$ cat config.mk
export PLATFORM = sky130hd
export DESIGN_NAME = lockstep_compare_monitor
export DESIGN_NICKNAME = d
export VERILOG_FILES = /design/src/rtl/lockstep_compare_monitor.sv
export SDC_FILE = /design/constraint.sdc
export NUM_CORES = 1
export LEC_CHECK = 0
export CAP_MARGIN = 25
export CORE_UTILIZATION = 45
export CTS_BUF_LIST = sky130_fd_sc_hd__clkbuf_8
export DETAILED_ROUTE_END_ITERATION = 8
export PLACE_DENSITY = 0.8
export SYNTH_ARGS = -nofsm -noshare
export SYNTH_HDL_FRONTEND = slang
export SYNTH_SLANG_ARGS = --single-unit
$ cat constraint.sdc
create_clock -name clk -period 2.4 [get_ports clk]
set_clock_uncertainty 0.05 [all_clocks]
set_input_delay 0.72 -clock clk [delete_from_list [all_inputs] [get_ports clk]]
set_output_delay 0.72 -clock clk [all_outputs]
set_load 0.01 [all_outputs]
$ cat src/rtl/lockstep_compare_monitor.sv
// rtl/lockstep_compare_monitor.sv - lane-by-lane lockstep comparator with sticky fault capture
//
// Compares the outputs of two copies of the same circuit (A and B). A is delayed
// SKEW cycles to line up with B. After a warm-up of max(SKEW,1) cycles every
// compare cycle (either side valid) is checked. The first mismatch latches the
// lane and values and makes the fault sticky. Mismatching compare cycles are
// counted with saturation.
//
// Optional: define LOCKSTEP_SVA_EN to compile the embedded assertions and covers.
//
// Ports:
//   clk, rst        clock, synchronous active-high reset
//   a_valid_i/a_data_i  A side outputs, lane k at [k*WIDTH +: WIDTH]
//   b_valid_i/b_data_i  B side outputs, same packing
//   clear_i         synchronous clear of all monitor state
//   armed_o         compares enabled (ARMED or FAULT)
//   mismatch_o      registered per-cycle mismatch pulse
//   lane_mism_o     registered per-lane mismatch vector
//   err_sticky_o    a mismatch has been seen (FAULT)
//   mism_cnt_o      saturating count of mismatching compare cycles
//   first_lane_o    lane of first mismatch (LANES = valid mismatch)
//   first_a_o/first_b_o  lane values at first mismatch
module lockstep_compare_monitor #(
    parameter int LANES  = 2,
    parameter int WIDTH  = 1,
    parameter int SKEW   = 0,
    parameter int CNT_W  = 8,
    parameter int LIDX_W = $clog2(LANES + 1)
) (
    input  logic                     clk,
    input  logic                     rst,
    input  logic                     a_valid_i,
    input  logic [LANES*WIDTH-1:0]   a_data_i,
    input  logic                     b_valid_i,
    input  logic [LANES*WIDTH-1:0]   b_data_i,
    input  logic                     clear_i,
    output logic                     armed_o,
    output logic                     mismatch_o,
    output logic [LANES-1:0]         lane_mism_o,
    output logic                     err_sticky_o,
    output logic [CNT_W-1:0]         mism_cnt_o,
    output logic [LIDX_W-1:0]        first_lane_o,
    output logic [WIDTH-1:0]         first_a_o,
    output logic [WIDTH-1:0]         first_b_o
);

    localparam int WU   = (SKEW > 0) ? SKEW : 1;
    localparam int WU_W = (WU > 1) ? $clog2(WU) : 1;
    localparam logic [CNT_W-1:0] CNT_MAX = {CNT_W{1'b1}};

    typedef enum logic [1:0] {
        S_WARMUP = 2'd0,
        S_ARMED  = 2'd1,
        S_FAULT  = 2'd2
    } state_t;

    state_t state_q, state_d;

    // rst and clear_i have identical effect on monitor state
    logic restart;
    assign restart = rst | clear_i;

    // ---------------- A-side delay line ----------------
    logic                   da_valid;
    logic [LANES*WIDTH-1:0] da_data;

    generate
        if (SKEW == 0) begin : g_nodly
            assign da_valid = a_valid_i;
            assign da_data  = a_data_i;
        end else begin : g_dly
            logic                   dv_q [SKEW];
            logic [LANES*WIDTH-1:0] dd_q [SKEW];

            always_ff @(posedge clk) begin
                if (restart) begin
                    for (int i = 0; i < SKEW; i++) begin
                        dv_q[i] <= 1'b0;
                        dd_q[i] <= '0;
                    end
                end else begin
                    dv_q[0] <= a_valid_i;
                    dd_q[0] <= a_data_i;
                    for (int i = 1; i < SKEW; i++) begin
                        dv_q[i] <= dv_q[i-1];
                        dd_q[i] <= dd_q[i-1];
                    end
                end
            end

            assign da_valid = dv_q[SKEW-1];
            assign da_data  = dd_q[SKEW-1];
        end
    endgenerate

    // ---------------- compare ----------------
    logic [LANES-1:0]  lane_neq;
    logic              valid_mism;
    logic              any_mism;
    logic              compare_en;
    logic [LIDX_W-1:0] cap_lane;
    logic [WIDTH-1:0]  cap_a;
    logic [WIDTH-1:0]  cap_b;

    always_comb begin
        lane_neq = '0;
        for (int k = 0; k < LANES; k++) begin
            lane_neq[k] = da_valid & b_valid_i &
                          (da_data[k*WIDTH +: WIDTH] != b_data_i[k*WIDTH +: WIDTH]);
        end
        valid_mism = da_valid ^ b_valid_i;
        any_mism   = valid_mism | (|lane_neq);
        compare_en = (state_q != S_WARMUP);
    end

    // Lowest mismatching lane wins: scan downward so the last hit is the lowest.
    // A valid mismatch leaves lane_neq all-zero, so the LANES/0/0 defaults stand.
    always_comb begin
        cap_lane = LIDX_W'(LANES);
        cap_a    = '0;
        cap_b    = '0;
        for (int k = LANES - 1; k >= 0; k--) begin
            if (lane_neq[k]) begin
                cap_lane = LIDX_W'(k);
                cap_a    = da_data[k*WIDTH +: WIDTH];
                cap_b    = b_data_i[k*WIDTH +: WIDTH];
            end
        end
    end

    // ---------------- warm-up counter ----------------
    logic [WU_W-1:0] wu_cnt_q;
    logic            wu_done;
    assign wu_done = (wu_cnt_q == WU_W'(WU - 1));

    always_ff @(posedge clk) begin
        if (restart) begin
            wu_cnt_q <= '0;
        end else if (state_q == S_WARMUP && !wu_done) begin
            wu_cnt_q <= wu_cnt_q + 1'b1;
        end
    end

    // ---------------- state machine ----------------
    always_ff @(posedge clk) begin
        if (restart) begin
            state_q <= S_WARMUP;
        end else begin
            state_q <= state_d;
        end
    end

    always_comb begin
        state_d = state_q;
        case (state_q)
            S_WARMUP: if (wu_done)  state_d = S_ARMED;
            S_ARMED:  if (any_mism) state_d = S_FAULT;
            S_FAULT:  state_d = S_FAULT;
            default:  state_d = S_WARMUP;
        endcase
    end

    assign armed_o      = (state_q != S_WARMUP);
    assign err_sticky_o = (state_q == S_FAULT);

    // ---------------- registered results ----------------
    always_ff @(posedge clk) begin
        if (restart) begin
            mismatch_o   <= 1'b0;
            lane_mism_o  <= '0;
            mism_cnt_o   <= '0;
            first_lane_o <= '0;
            first_a_o    <= '0;
            first_b_o    <= '0;
        end else if (compare_en) begin
            mismatch_o  <= any_mism;
            lane_mism_o <= lane_neq;
            if (any_mism && mism_cnt_o != CNT_MAX) begin
                mism_cnt_o <= mism_cnt_o + 1'b1;
            end
            if (state_q == S_ARMED && any_mism) begin
                first_lane_o <= cap_lane;
                first_a_o    <= cap_a;
                first_b_o    <= cap_b;
            end
        end else begin
            mismatch_o  <= 1'b0;
            lane_mism_o <= '0;
        end
    end

`ifdef LOCKSTEP_SVA_EN
    a_equiv: assert property (@(posedge clk) disable iff (rst)
        !(armed_o && mismatch_o));

    a_cnt_mono: assert property (@(posedge clk) disable iff (rst)
        !clear_i |=> (mism_cnt_o >= $past(mism_cnt_o)));

    c_armed: cover property (@(posedge clk) disable iff (rst)
        state_q == S_ARMED);

    c_both_valid: cover property (@(posedge clk) disable iff (rst)
        compare_en && da_valid && b_valid_i);
`endif

endmodule

### Word-level counts from Yosys, hierarchy flattened

Cells that the tools add are included.

* flip-flop bits (word level): 18
* input port bits: 9
* output and inout bits: 17
* logic and storage cells: 43

* add/subtract/negate cells: 2
* equal/unequal tests: 7
* mux-type cells: 9
* bitwise operators: 7
* reduce and logical (&&, ||, !) cells: 10

Operators by type and width (number)
* adder 8 x 1 -> 8 bit (second input constant): 1
* two-way mux 2 bit: 4
* != test 8 bit (second input constant): 1
* one-hot mux 2 bit (3 select lines): 1
* AND reduction 2 bit: 3
* two-way mux 1 bit: 4
* != test 2 bit (second input constant): 2
* OR reduction 2 bit: 2
* bitwise AND 1 bit: 3
* logical AND 1 bit: 3
* == test 2 x 1 -> 1 bit (second input constant): 1
* == test 2 bit (second input constant): 1
* logical NOT 2 bit: 1
* != test 1 bit: 2
* bitwise OR 1 bit: 2
* nonzero test 2 bit: 1
* adder 1 bit (second input constant): 1
* NOT 1 bit: 1
* XOR 1 bit: 1

### Longest topological paths before layout

* depth in word-level cells: 6
* depth in mapped cells: 7
* depth with buffers taken out: 6

### Worst setup path after synthesis

Ideal clock, no wire load.

* kind: input to register
* start point: input a_valid_i
* end point: register mism_cnt_o[5]
* setup time: 70 ps
* arrival time: 1972 ps
* data required time: 2280 ps
* path slack: 308 ps
* stages: 6
* buffers on the path: 1
* cell sequence: ha_1 clkbuf_1 or2_2 o311ai_2 or4_1 a21oi_1

* cells in the longest elaborated chain, start to end: 6
* elaborated cells between the ends (all ways): 8
* those cells by class: bitwise (5); reduce/logical (3)

RTL lines
* start, declared: line 32 `input logic a_valid_i,`
* bitwise AND 1 bit (2 in a row): line 108 `lane_neq[k] = da_valid & b_valid_i &`
* OR reduction 2 bit: line 112 `any_mism = valid_mism | (|lane_neq);`
* bitwise OR 1 bit (*): line 112
* logical AND 1 bit (*): line 178 `if (any_mism && mism_cnt_o != CNT_MAX) begin`
* AND reduction 2 bit (no line) (*)
* end signal, assigned: line 179 `mism_cnt_o <= mism_cnt_o + 1'b1;`
* end, declared: line 41 `output logic [CNT_W-1:0] mism_cnt_o,`

Every way passes the cells marked *; elsewhere a longest branch is shown, timed or not.
A chain may end at the register's enable or synchronous reset.

### Worst setup path in the final report

Ends and elaborated chain as after synthesis.

==> impl_metrics.csv <==
group,metric,value,unit
die,floorplan.core_area,1960,um2
min_path,sink_of_the_worst_hold_path,"first_a_o$_SDFFE_PP0P_",
grt,grt_antenna_before_repair,0,
layout,layout.core_utilization,69.8,%
critical_path,data_arrival_time_of_the_critical_path,2440,ps
pwr,total_leakage_power,0.505,nW
routing,drt_pre_antenna_iters,4,
synth,synthesized_netlist_cell_count,106,
cts,clk-insertion-delay-late,250,ps
grt,grt_start_max_net_pins,15,
placement,place.port_buffers,25,
critical_path,worst_setup_path_startpoint,"a_valid_i",
synth,synth_edf_count,0,
critical_path,critical_path.reg2reg.startpoint,"mism_cnt_o[0]$_SDFFE_PP0P_",
cts,cts_max_level,1,
timing,setup_viol_count_final,0,
synth,yosysSeqAreaShare,38.0,%
cts,cts_tree,"yes",
critical_path,worstRegToRegCells,5,
timing,min_period_over_period,96.4,%
routing,vias_per_cell,5.54,
routing,antenna_violating_nets_post_route,0,
routing,dr.first_iter.drc_count,30,
routing,wl_per_cell,12.6,um
synth,synth-seq-cells,18,
min_path,min_path_type,"flop to flop",
critical_path,crit-reg2reg-capture,"mism_cnt_o[5]$_SDFFE_PP0P_",
synth,synth-warning-count,0,
layout,layout-area-overhead-vs-synth,44.5,%
min_path,min_delay_path_depth,2,
job,drv_cap,0,
grt,grt_pass1_vias,757,
routing,drt_drc_violations_left,0,
timing,timing.final.hold_violations,0,
routing,totalWireLength,2110,um
timing,final-max-slew-violation-count,0,
synth,post_synth_main_area_contributors,"sky130_fd_sc_hd__dfxtp_1 (38%), sky130_fd_sc_hd__ha_1 (7.9%), sky130_fd_sc_hd__a21oi_1 (4.2%)",
critical_path,slowest_delay,520,ps
synth,leading_register_cell_type_out_of_synthesis,"sky130_fd_sc_hd__dfxtp_1",
cts,cts_buffers,3,
die,die_y,47.9,um
pwr,power_density,462,nW/um2
die,die_area,2300,um2
layout,regArea,360,um2
timing,max_slew.worst_pin.slew,429,ps
placement,routabilityCongestion,0.763,
grt,grt_first_pass_wirelength,3120,um
synth,postSynth.asyncResetShare,0,%
critical_path,timing.reg2reg.setup_slack,590,ps
pwr,ir_worst_vdd,0.341,mV
timing,max_slew_margin,71.3,%
synth,synth_fp_nets,121,
timing,rsz0062_at_grt,"false",
grt,globalRouteTotalUtil,19.8,%
critical_path,cp_cell_sequence,"clkdlybuf4s50_1, ha_4, or2_2, o311ai_4, or4_1, a21oi_1",
die,initial_cell_density_of_the_core,48.3,%
layout,post_route_cells_drive_above_1_share,13.6,%
synth,yosys.cell_types.count,33,
critical_path,worst_setup_path_start_kind,"input pin",
synth,post_synth_most_frequent_cells,"sky130_fd_sc_hd__dfxtp_1 (18), sky130_fd_sc_hd__a21oi_1 (8), sky130_fd_sc_hd__nand2_1 (7)",
cts,max-clock-path-buffers,2,
timing,max_freq,432,MHz
cts,clk_pin_slew_worst_paths,70,ps
synth,syn-cell-area,948,um2
critical_path,timing.critical_path.slowest_stage_cell,"sky130_fd_sc_hd__or4_1",
critical_path,setup.worst_path.class,"input pin to flop",
layout,layout.nets,157,
critical_path,worst_ep_required_time,2530,ps
layout,insertedDiodeCount,0,
cts,clock-root-buffer,"sky130_fd_sc_hd__clkbuf_8",
synth,netlist.area_leader.share,38.0,%
layout,multi_input_area,568,um2
placement,place_hpwl,1570,um
routing,vias,926,
critical_path,worst_setup_path_end_kind,"flop",
die,fp-row-count,16,
min_path,hold_path_startpoint,"first_a_o$_SDFFE_PP0P_",
critical_path,critical_path.max_fanout,7,
layout,nFillCells,167,
die,ioPinCount,26,
synth,synth.avg_cell_area,8.95,um2
status,outcome,"finished clean",
timing,timing.setup.tns,0,ps
cts,clkSinkCount,18,
timing,worst_hold_slack,417,ps
timing,period_minus_slack,2310,ps
grt,global_route_total_overflow,0,
synth,synthDominantAreaCellType,"sky130_fd_sc_hd__dfxtp_1",
die,die_width,47.9,um
synth,most_common_cell_in_the_netlist,"sky130_fd_sc_hd__dfxtp_1",
==> power breakdown <==
group	switching, mW	internal [mW]	total [mW]
Sequential	0.00254	0.302	0.305
Clock	0.101	0.112	0.213
Combinational	0.0566	0.0594	0.116
Total	0.160	0.473	0.634
==> worst max path at each step <==
| stage | to | slack [ps] | cells after the start |
|---|---|---|---|
| floorplan | mism_cnt_o[5]$_SDFFE_PP0P_ | 310 | 6 |
| global placement | mism_cnt_o[3]$_SDFFE_PP0P_ | -250 | 5 |
| detailed placement | mism_cnt_o[4]$_SDFFE_PP0P_ | -320 | 5 |
| CTS | mism_cnt_o[5]$_SDFFE_PP0P_ | 5 | 6 |
| global route | mism_cnt_o[5]$_SDFFE_PP0P_ | 30 | 6 |
| finish | mism_cnt_o[5]$_SDFFE_PP0P_ | 90 | 6 |
==> cell usage in the layout (no fill, tap or decap), drive strengths merged, types with 4 or more instances in the layout <==
cell type	instances
inv	6
clkdlybuf4s50	24
o311ai	4
a21oi	8
o21ai	6
buf	11
dfxtp	18
nand2	7
o211ai	5
ha	6
==> registers in the layout (all words and copies together), names as in the netlist <==
| register | flops |
|---|---|
| lane_mism_o | 2 |
| mism_cnt_o | 8 |
| state_q | 2 |
| mismatch_o | 1 |
| first_b_o | 1 |
| first_lane_o | 2 |
| first_a_o | 1 |
| wu_cnt_q | 1 |
==> metrics by stage <==
stage / setup slack, ps / cell area, um2 / total power, mW / std cells
final: 85.8 / 1370 / 0.634 / 167
after global routing: 26.1 / 1370 / 0.655 / 167
after CTS: 5.06 / 1340 / 0.629 / 166
after detailed placement: -316 / 1290 / 0.414 / 163
after global placement: -249 / 1290 / 0.410 / 163
after floorplan: 308 / 948 / 0.363 / 106
==> timing repair <==
item / CTS / global route
setup endpoints to repair: 8 / 2
hold endpoints to repair: 0 / 0
hold buffers: 0 / 0
resized for setup: 2 / 2
buffers inserted: 0 / 1
pin swaps: 0 / 0
==> cell type report <==
cell class | instances | share of cell area, %
tap | 27 | 2.47
inverter | 6 | 1.64
timing repair buffer | 36 | 25.1
clock buffer | 3 | 3.01
sequential | 18 | 26.3
multi-input combinational | 77 | 41.5
==> cells by family (layout without fill, tap and decap cells) <==
group / after synthesis / in the layout / share of synthesized area (%)
xor gates and xnor gates: 2 / 2 / 2.64
buffers and inverters: 11 / 45 / 4.48
muxes: 3 / 3 / 3.17
adders and majority gates: 6 / 6 / 7.92
DFF: 18 / 18 / 38.0
and+or+nand+nor: 34 / 34 / 20.4
AOI/OAI and AO/OA: 32 / 32 / 23.4
==> critical path: cells and delay by family <==
kind / cells / cell delay [ps]
AO/OA/AOI/OAI: 2 / 320
buffers and inverters: 1 / 450
adder cells (fa/ha/maj): 1 / 300
AND/OR/NAND/NOR: 2 / 640
==> routing by layer <==
metal  vias to the layer above  GRT usage [%]  share of wire, %
li1                        464              -                 -
met1                       436           24.5                47
met2                        22           31.9                48
met3                         4           3.77               3.3
met4                         0           11.1               1.9
met5                         -              0                 0
No activity file was read; power rests on OpenSTA's default activity.
